File: config.mk
export PLATFORM = sky130hd
export DESIGN_NAME = ddr2_cmd_executor
export DESIGN_NICKNAME = d
export VERILOG_FILES = /design/src/rtl/ddr2_cmd_executor.sv
export SDC_FILE = /design/constraint.sdc
export NUM_CORES = 1
export LEC_CHECK = 0
export BUFFER_PORTS_ARGS = -buffer_cell sky130_fd_sc_hd__buf_2
export CORE_MARGIN = 1.5
export CORE_UTILIZATION = 55
export CTS_CLUSTER_SIZE = 16
export DETAILED_ROUTE_END_ITERATION = 10
export PLACE_DENSITY = 0.84
export SLEW_MARGIN = 20
export SYNTH_ARGS = -nofsm -noshare
export SYNTH_HDL_FRONTEND = slang
export SYNTH_SLANG_ARGS = --single-unit
File: constraint.sdc
create_clock -name CLK_in -period 4.73 [get_ports CLK_in]
set_clock_uncertainty 0.1 [all_clocks]
set_input_delay 0.7095 -clock CLK_in [delete_from_list [all_inputs] [get_ports CLK_in]]
set_output_delay 0.7095 -clock CLK_in [all_outputs]
set_load 0.05 [all_outputs]
File: src/rtl/ddr2_cmd_executor.sv
// ---------------------------------------------------------------------------
// ddr2_cmd_executor
//
// Turns the 3-bit command codes from the init sequencer / command mux into
// registered DDR2 control pins, then holds NOP for the spacing that the
// command requires before it accepts another one. The ready/valid handshake
// keeps upstream from issuing faster than DDR2 timing allows.
//
// Timing of one command with spacing T_x:
//   edge N      : command accepted; pins load the command; ready drops
//   edge N+1    : pins return to NOP
//   edge N+T_x-1: ready rises and done pulses
//   edge N+T_x  : earliest next accept, so pin-to-pin spacing is exactly T_x
//
// Ports:
//   CLK_in        system clock, rising edge
//   RST_in        asynchronous active-high reset
//   CMD_in        000 NOP, 001 LOAD MODE, 010 PRECHARGE ALL, 011 AUTO REFRESH,
//                 100 ACTIVATE, 101 READ, 110 WRITE, 111 reserved
//   CMD_VALID_in  CMD_in / BA_in / ADDR_in valid this cycle
//   BA_in         bank address (mode-register select for LOAD MODE)
//   ADDR_in       row, column or mode value
//   CMD_READY_out executor accepts a command this cycle
//   CS_N_out, RAS_N_out, CAS_N_out, WE_N_out  DDR2 command pins
//   BA_out, A_out DDR2 bank and address pins
//   CMD_DONE_out  one-cycle pulse when a command's spacing has expired
//   CMD_ERR_out   sticky; set when a reserved code is accepted
// ---------------------------------------------------------------------------
module ddr2_cmd_executor #(
   parameter int unsigned T_MRD = 2,
   parameter int unsigned T_RP  = 4,
   parameter int unsigned T_RFC = 26,
   parameter int unsigned T_RCD = 4,
   parameter int unsigned T_RD  = 2,
   parameter int unsigned T_WR  = 6
) (
   input  logic        CLK_in,
   input  logic        RST_in,
   input  logic [2:0]  CMD_in,
   input  logic        CMD_VALID_in,
   input  logic [1:0]  BA_in,
   input  logic [12:0] ADDR_in,
   output logic        CMD_READY_out,
   output logic        CS_N_out,
   output logic        RAS_N_out,
   output logic        CAS_N_out,
   output logic        WE_N_out,
   output logic [1:0]  BA_out,
   output logic [12:0] A_out,
   output logic        CMD_DONE_out,
   output logic        CMD_ERR_out
);

   function automatic int unsigned max2(input int unsigned a, input int unsigned b);
      return (a > b) ? a : b;
   endfunction

   localparam int unsigned T_MAX =
      max2(max2(max2(T_MRD, T_RP), max2(T_RFC, T_RCD)), max2(T_RD, T_WR));
   localparam int unsigned CNT_W = $clog2(T_MAX) + 1;

   // {CS_N, RAS_N, CAS_N, WE_N}
   localparam logic [3:0] PINS_NOP      = 4'b0111;
   localparam logic [3:0] PINS_DESELECT = 4'b1111;

   typedef enum logic [1:0] {
      StIdle,
      StIssue,
      StWait
   } state_e;

   state_e           state_q;
   logic [CNT_W-1:0] count_q;
   logic [3:0]       pins_q;
   logic [1:0]       ba_q;
   logic [12:0]      a_q;
   logic             ready_q;
   logic             done_q;
   logic             err_q;

   // Decode of the incoming code: pin pattern, wait-counter preload, and
   // whether it is a real command that occupies the bus.
   logic [3:0]       cmd_pins;
   logic [CNT_W-1:0] cmd_load;
   logic             cmd_real;
   logic [12:0]      cmd_addr;
   logic             accept;

   always_comb begin
      cmd_pins = PINS_NOP;
      cmd_load = '0;
      cmd_real = 1'b1;
      cmd_addr = ADDR_in;
      case (CMD_in)
         3'b001: begin
            cmd_pins = 4'b0000;
            cmd_load = CNT_W'(T_MRD - 2);
         end
         3'b010: begin
            cmd_pins    = 4'b0010;
            cmd_load    = CNT_W'(T_RP - 2);
            cmd_addr[10] = 1'b1;  // A10 high selects "all banks"
         end
         3'b011: begin
            cmd_pins = 4'b0001;
            cmd_load = CNT_W'(T_RFC - 2);
         end
         3'b100: begin
            cmd_pins = 4'b0011;
            cmd_load = CNT_W'(T_RCD - 2);
         end
         3'b101: begin
            cmd_pins = 4'b0101;
            cmd_load = CNT_W'(T_RD - 2);
         end
         3'b110: begin
            cmd_pins = 4'b0100;
            cmd_load = CNT_W'(T_WR - 2);
         end
         default: begin
            // 000 NOP and 111 reserved: nothing reaches the pins
            cmd_real = 1'b0;
         end
      endcase
   end

   assign accept = CMD_VALID_in & ready_q;

   always_ff @(posedge CLK_in or posedge RST_in) begin
      if (RST_in) begin
         state_q <= StIdle;
         count_q <= '0;
         pins_q  <= PINS_DESELECT;
         ba_q    <= 2'b00;
         a_q     <= 13'h0000;
         ready_q <= 1'b1;
         done_q  <= 1'b0;
         err_q   <= 1'b0;
      end else begin
         done_q <= 1'b0;
         unique case (state_q)
            StIdle: begin
               pins_q <= PINS_NOP;
               if (accept) begin
                  if (cmd_real) begin
                     pins_q  <= cmd_pins;
                     ba_q    <= BA_in;
                     a_q     <= cmd_addr;
                     count_q <= cmd_load;
                     ready_q <= 1'b0;
                     state_q <= StIssue;
                  end else begin
                     // No bus occupancy, so completion is reported at once
                     done_q <= 1'b1;
                     if (CMD_in == 3'b111) begin
                        err_q <= 1'b1;
                     end
                  end
               end
            end
            StIssue, StWait: begin
               // BA/A keep the last command's values while the bus idles
               pins_q <= PINS_NOP;
               if (count_q == '0) begin
                  ready_q <= 1'b1;
                  done_q  <= 1'b1;
                  state_q <= StIdle;
               end else begin
                  count_q <= count_q - 1'b1;
                  state_q <= StWait;
               end
            end
            default: begin
               state_q <= StIdle;
               ready_q <= 1'b1;
            end
         endcase
      end
   end

   assign CMD_READY_out = ready_q;
   assign CS_N_out      = pins_q[3];
   assign RAS_N_out     = pins_q[2];
   assign CAS_N_out     = pins_q[1];
   assign WE_N_out      = pins_q[0];
   assign BA_out        = ba_q;
   assign A_out         = a_q;
   assign CMD_DONE_out  = done_q;
   assign CMD_ERR_out   = err_q;

endmodule

# Word-level counts from Yosys, hierarchy flattened
# Cells that the tools add are included.
[totals]
latchBits = 0
reg_bits = 30
input_bits = 21
out_inout_bits = 22
romBits = 0
ramBits = 0
n_memories = 0
[op_classes]
muxes = 23
bitwise_logic = 2
n_reduce_logical = 11
multipliers = 0
shift = 0
n_lt_le_gt_ge = 0
n_eq_ne = 13
div = 0
addsub = 1
[ops]
columns = ["operator", "n"]
rows = [
  ["$mux W6", 3],
  ["$pmux W3 S6", 1],
  ["$pmux W5 S3", 1],
  ["$eq A3 B3 Y1 const B", 4],
  ["$pmux W6 S2", 1],
  ["$mux W1", 8],
  ["$mux W4", 2],
  ["$ne A2 B2 Y1 const B", 4],
  ["$pmux W4 S2", 1],
  ["$reduce_and A4 Y1", 2],
  ["$eq A3 B2 Y1 const B", 2],
  ["$logic_not A6 Y1", 1],
  ["$mux W2", 3],
  ["$reduce_and A3 Y1", 2],
  ["$reduce_or A6 Y1", 1],
  ["$sub A6 B1 Y6 const B", 1],
  ["$pmux W1 S2", 2],
  ["$pmux W2 S2", 1],
  ["$reduce_or A2 Y1", 2],
  ["$eq A3 B1 Y1 const B", 1],
  ["$eq A2 B1 Y1 const B", 1],
  ["$eq A2 B2 Y1 const B", 1],
  ["$logic_not A2 Y1", 1],
  ["$reduce_and A2 Y1", 1],
  ["other kinds (3)", 3],
]

# Depth between registers and ports, before layout
[logic_depth]
ltp_word = 6
ltp_mapped = 7
depth_no_buf = 6

# Worst setup path after synthesis
# OpenSTA, ideal clock, no wires.
[synth_path]
path_kind = "input-to-reg"
startpoint = "in CMD_in[1]"
endpoint = "reg a_q[11], in the netlist A_out[11]"
setup_ps = 125
setup_slack_ps = 2341
required_time_ps = 4505
arrival_time_ps = 2164
stages = 6
path_buffers = 3
cell_sequence = "buf_2 and3_4 buf_6 nor3_2 buf_2 mux2_2"
[synth_via]
elab_chain_cells = 4
[synth_lines]
columns = ["element", "line", "rtl"]
rows = [
  ["start, declared", "39", "input logic [2:0] CMD_in,"],
  ["$eq A3 B2 Y1, or another cell as far along", "94", "case (CMD_in)"],
  ["$reduce_or A6 Y1 (no source line) (*)", "n/a", ""],
  ["$mux W1 (*)", "94", ""],
  ["$reduce_and A3 Y1 (no source line) (*)", "n/a", ""],
  ["end signal, assigned", "148", "a_q <= cmd_addr;"],
  ["end, declared", "76", "logic [12:0] a_q;"],
]
# Mark *: on every way between the ends. The rest lies on a longest branch, timed or not.
# A chain may end at the register's enable or synchronous reset.

# Final worst setup path
[layout_path]
startpoint = "reg state_q[0]"
endpoint = "reg a_q[5], in the netlist A_out[5]"
[layout_via]
elab_chain_cells = 2
[layout_lines]
columns = ["element", "line", "rtl"]
rows = [
  ["start, declared", "72", "state_e state_q;"],
  ["start signal, assigned", "131", "state_q <= StIdle;"],
  ["start signal, assigned", "151", "state_q <= StIssue;"],
  ["start signal, assigned", "167", "state_q <= StIdle;"],
  ["$logic_not A2 Y1", "141", "unique case (state_q)"],
  ["$reduce_and A3 Y1 (no source line)", "n/a", ""],
]
# No other way between the ends.

==> results.cfg <==
[run_status]
status = completed

[synthesis]
ys.warnings.count = 0
syn_inst = 132
synthArstFlopShare_pct = 100
synth_edf_count = 0
synth_area_mm2 = 0.00149
synthFlopType = dfrtp_1
synth_nets = 157
yosysTopAreaCell = dfrtp_1
avgSynthCellArea_um2 = 11.3
yosysUniqueCellTypes = 40
synth-seq-cells = 30
synth_area_leaders = dfrtp_1 42%, mux2_2 11%, dfstp_2 8.8%, ha_1 3.4%, buf_6 3.0%
synth_top_area_share_pct = 42.1
ys_seq_area_share_pct = 50.9

[routing]
wl_per_cell_um = 13.8
via_per_inst = 5.45
drt-initial-drc-count = 27
dr_total_vias = 1117
detail-route-antenna-nets = 0
drc = 0
wirelength_um = 2830
drt_pass1_iterations = 4

[final_layout]
design_area_mm2 = 0.00175
stdcell_count = 205
multi_input_area_um2 = 639
final_common_cell = buf_2
layout.cells.most_common_list = 42 x buf_2, 25 x dfrtp_1, 14 x mux2_2
fin_nets = 199
syn_to_final_growth_pct = 17.4
seqCellArea_um2 = 757
fill_cells = 188
n_antenna_cell = 0
drive_above_1_share_pct = 44.0

[hold_path]
hp-class = in -> async

[cts]
cts-root-buf = clkbuf_4
cts_inserted_buffers = 5
h-tree-depth = 2
clk_path_buf_depth = 2
cts_tree = built
worstSkewPairLatency_ps = 330
cts_hold_buffers = 0
clkSlewWorstSetupHoldPaths_ps = 110
cts.sinks = 30
cts_resized = 0
post_cts.repair.setup_buffers = 0

[setup_path]
worstPathArrival_ps = 2300
start_kind = flop
crit_family = simple AND/OR/NAND/NOR gates
end_kind = flop
cp.buffers_inverters = 1
cpMaxStageDelayCell = nor3_4
r2r-start = state_q[0]$_DFFE_PP0P_
cp_cell_sequence = inv_1 > ha_1 > nand3_1 > nor3_4 > mux2_2
max_stage_delay_ps = 630
path_class = reg -> reg
crit_required_ps = 4840
setup.reg_to_reg.worst_slack_ps = 2540
crit_path_max_fanout = 18
cp-startpoint = state_q[0]$_DFFE_PP0P_
r2r_end = A_out[5]$_DFFE_PP0P_
r2r_cells = 5

[place]
dp_hpwl_um = 2100
port_buffers = 42
dpl_cell_area_mm2 = 0.00168
place_inst = 197
gp_congestion = 0.765

[global_route]
grt_max_degree = 31
antenna_found_initial = 0
overflow = 0
grt_pass1_vias = 1103
grt_pass1_wl_um = 4450
grt_use_total_pct = 21.0

[timing]
hold_ws_ps = 335
rsz0062_at_grt = false
final-setup-viol-count = 0
hold_viol_final = 0
fin_crit_sh_pct = 46.3
period_needed_ps = 2190
slew-limit-headroom_pct = 48.4
fin_tns_setup_ps = 0
drv_slew = 0
fmax_mhz = 457
tightest_slew_ps = 772

[floorplanning]
die_w_um = 55.0
die-area_mm2 = 0.00302
rows = 18
die_h_um = 55.0
io-pin-count = 43
initial_core_util_pct = 58.9
core_area_mm2 = 0.00252

[power]
total_power_mw = 1.43
p_per_area_mw_per_mm2 = 819
p_leak_nw = 0.819
ir_drop_mv = 0.608

[run]
cap_violations = 0
-- stage by stage --
step | utilization, % | setup slack [ps]
global route | 69.2 | 2390
floorplan | - | 2340
detailed placement | 66.7 | 2350
CTS | 69.2 | 2510
global placement | 66.4 | 2070
finish | 69.2 | 2540
-- Yosys cell counts (all sizes together) (2+ instances only) --
| cell type | n |
|---|---|
| nor2 | 12 |
| nor3 | 6 |
| dfstp | 5 |
| o21ai | 5 |
| o22a | 3 |
| inv | 10 |
| dfrtp | 25 |
| buf | 6 |
| o41ai | 2 |
| ha | 4 |
| a31oi | 3 |
| nand2 | 4 |
| mux2 | 14 |
| a21oi | 7 |
| or3 | 5 |
| xor2 | 2 |
-- area by class of cell --
cell class                 instances  share of cell area (%)
tap                               30                    2.15
multi-input combinational         85                    36.6
timing repair buffer              42                    12.0
clock buffer                       6                    2.94
clock inverter                     2                   0.717
sequential                        30                    43.4
inverter                          10                    2.15
-- power breakdown --
| part | switching [mW] | total [mW] | internal, mW |
|---|---|---|---|
| Combinational | 0.556 | 0.822 | 0.266 |
| Sequential | 0.0680 | 0.445 | 0.377 |
| Clock | 0.0917 | 0.163 | 0.0713 |
| Total | 0.715 | 1.43 | 0.715 |
-- state kept, by name (all words and copies together) (netlist names) --
signal / cells
state_q: 2
CMD_DONE_out: 1
CMD_READY_out: 1
BA_out: 2
A_out: 13
CMD_ERR_out: 1
pins_q: 4
count_q: 6
-- worst max path at each step --
stage | to | slack (ps) | cells after the start
3_5_place_dp | A_out[0]$_DFFE_PP0P_ | 2350 | 4
2_1_floorplan | A_out[11]$_DFFE_PP0P_ | 2340 | 6
6_report | A_out[5]$_DFFE_PP0P_ | 2540 | 5
5_1_grt | A_out[5]$_DFFE_PP0P_ | 2390 | 5
3_3_place_gp | A_out[3]$_DFFE_PP0P_ | 2070 | 4
4_1_cts | A_out[5]$_DFFE_PP0P_ | 2510 | 5
-- cells by family (layout without fill, tap and decap cells) --
family / after synthesis / in the layout / synth area share, %
AND/OR/NAND/NOR: 35 / 35 / 12.5
AO/OA/AOI/OAI: 29 / 29 / 14.2
flip-flops: 30 / 30 / 50.9
XOR/XNOR: 2 / 2 / 1.18
buffers and inverters: 17 / 60 / 6.48
adder cells (fa/ha/maj): 4 / 4 / 3.37
multiplexers: 15 / 15 / 11.3
-- routing by layer --
layer	track usage, %	vias up	routed length (um)	share of wire [%]
met2	33.1	45	1340	48
met1	24.4	511	1220	43
met4	11.4	0	42	1.5
met5	0	-	0	0
li1	-	555	-	-
met3	8.33	6	219	7.7
Note: power is estimated with default switching activity, not from simulation.
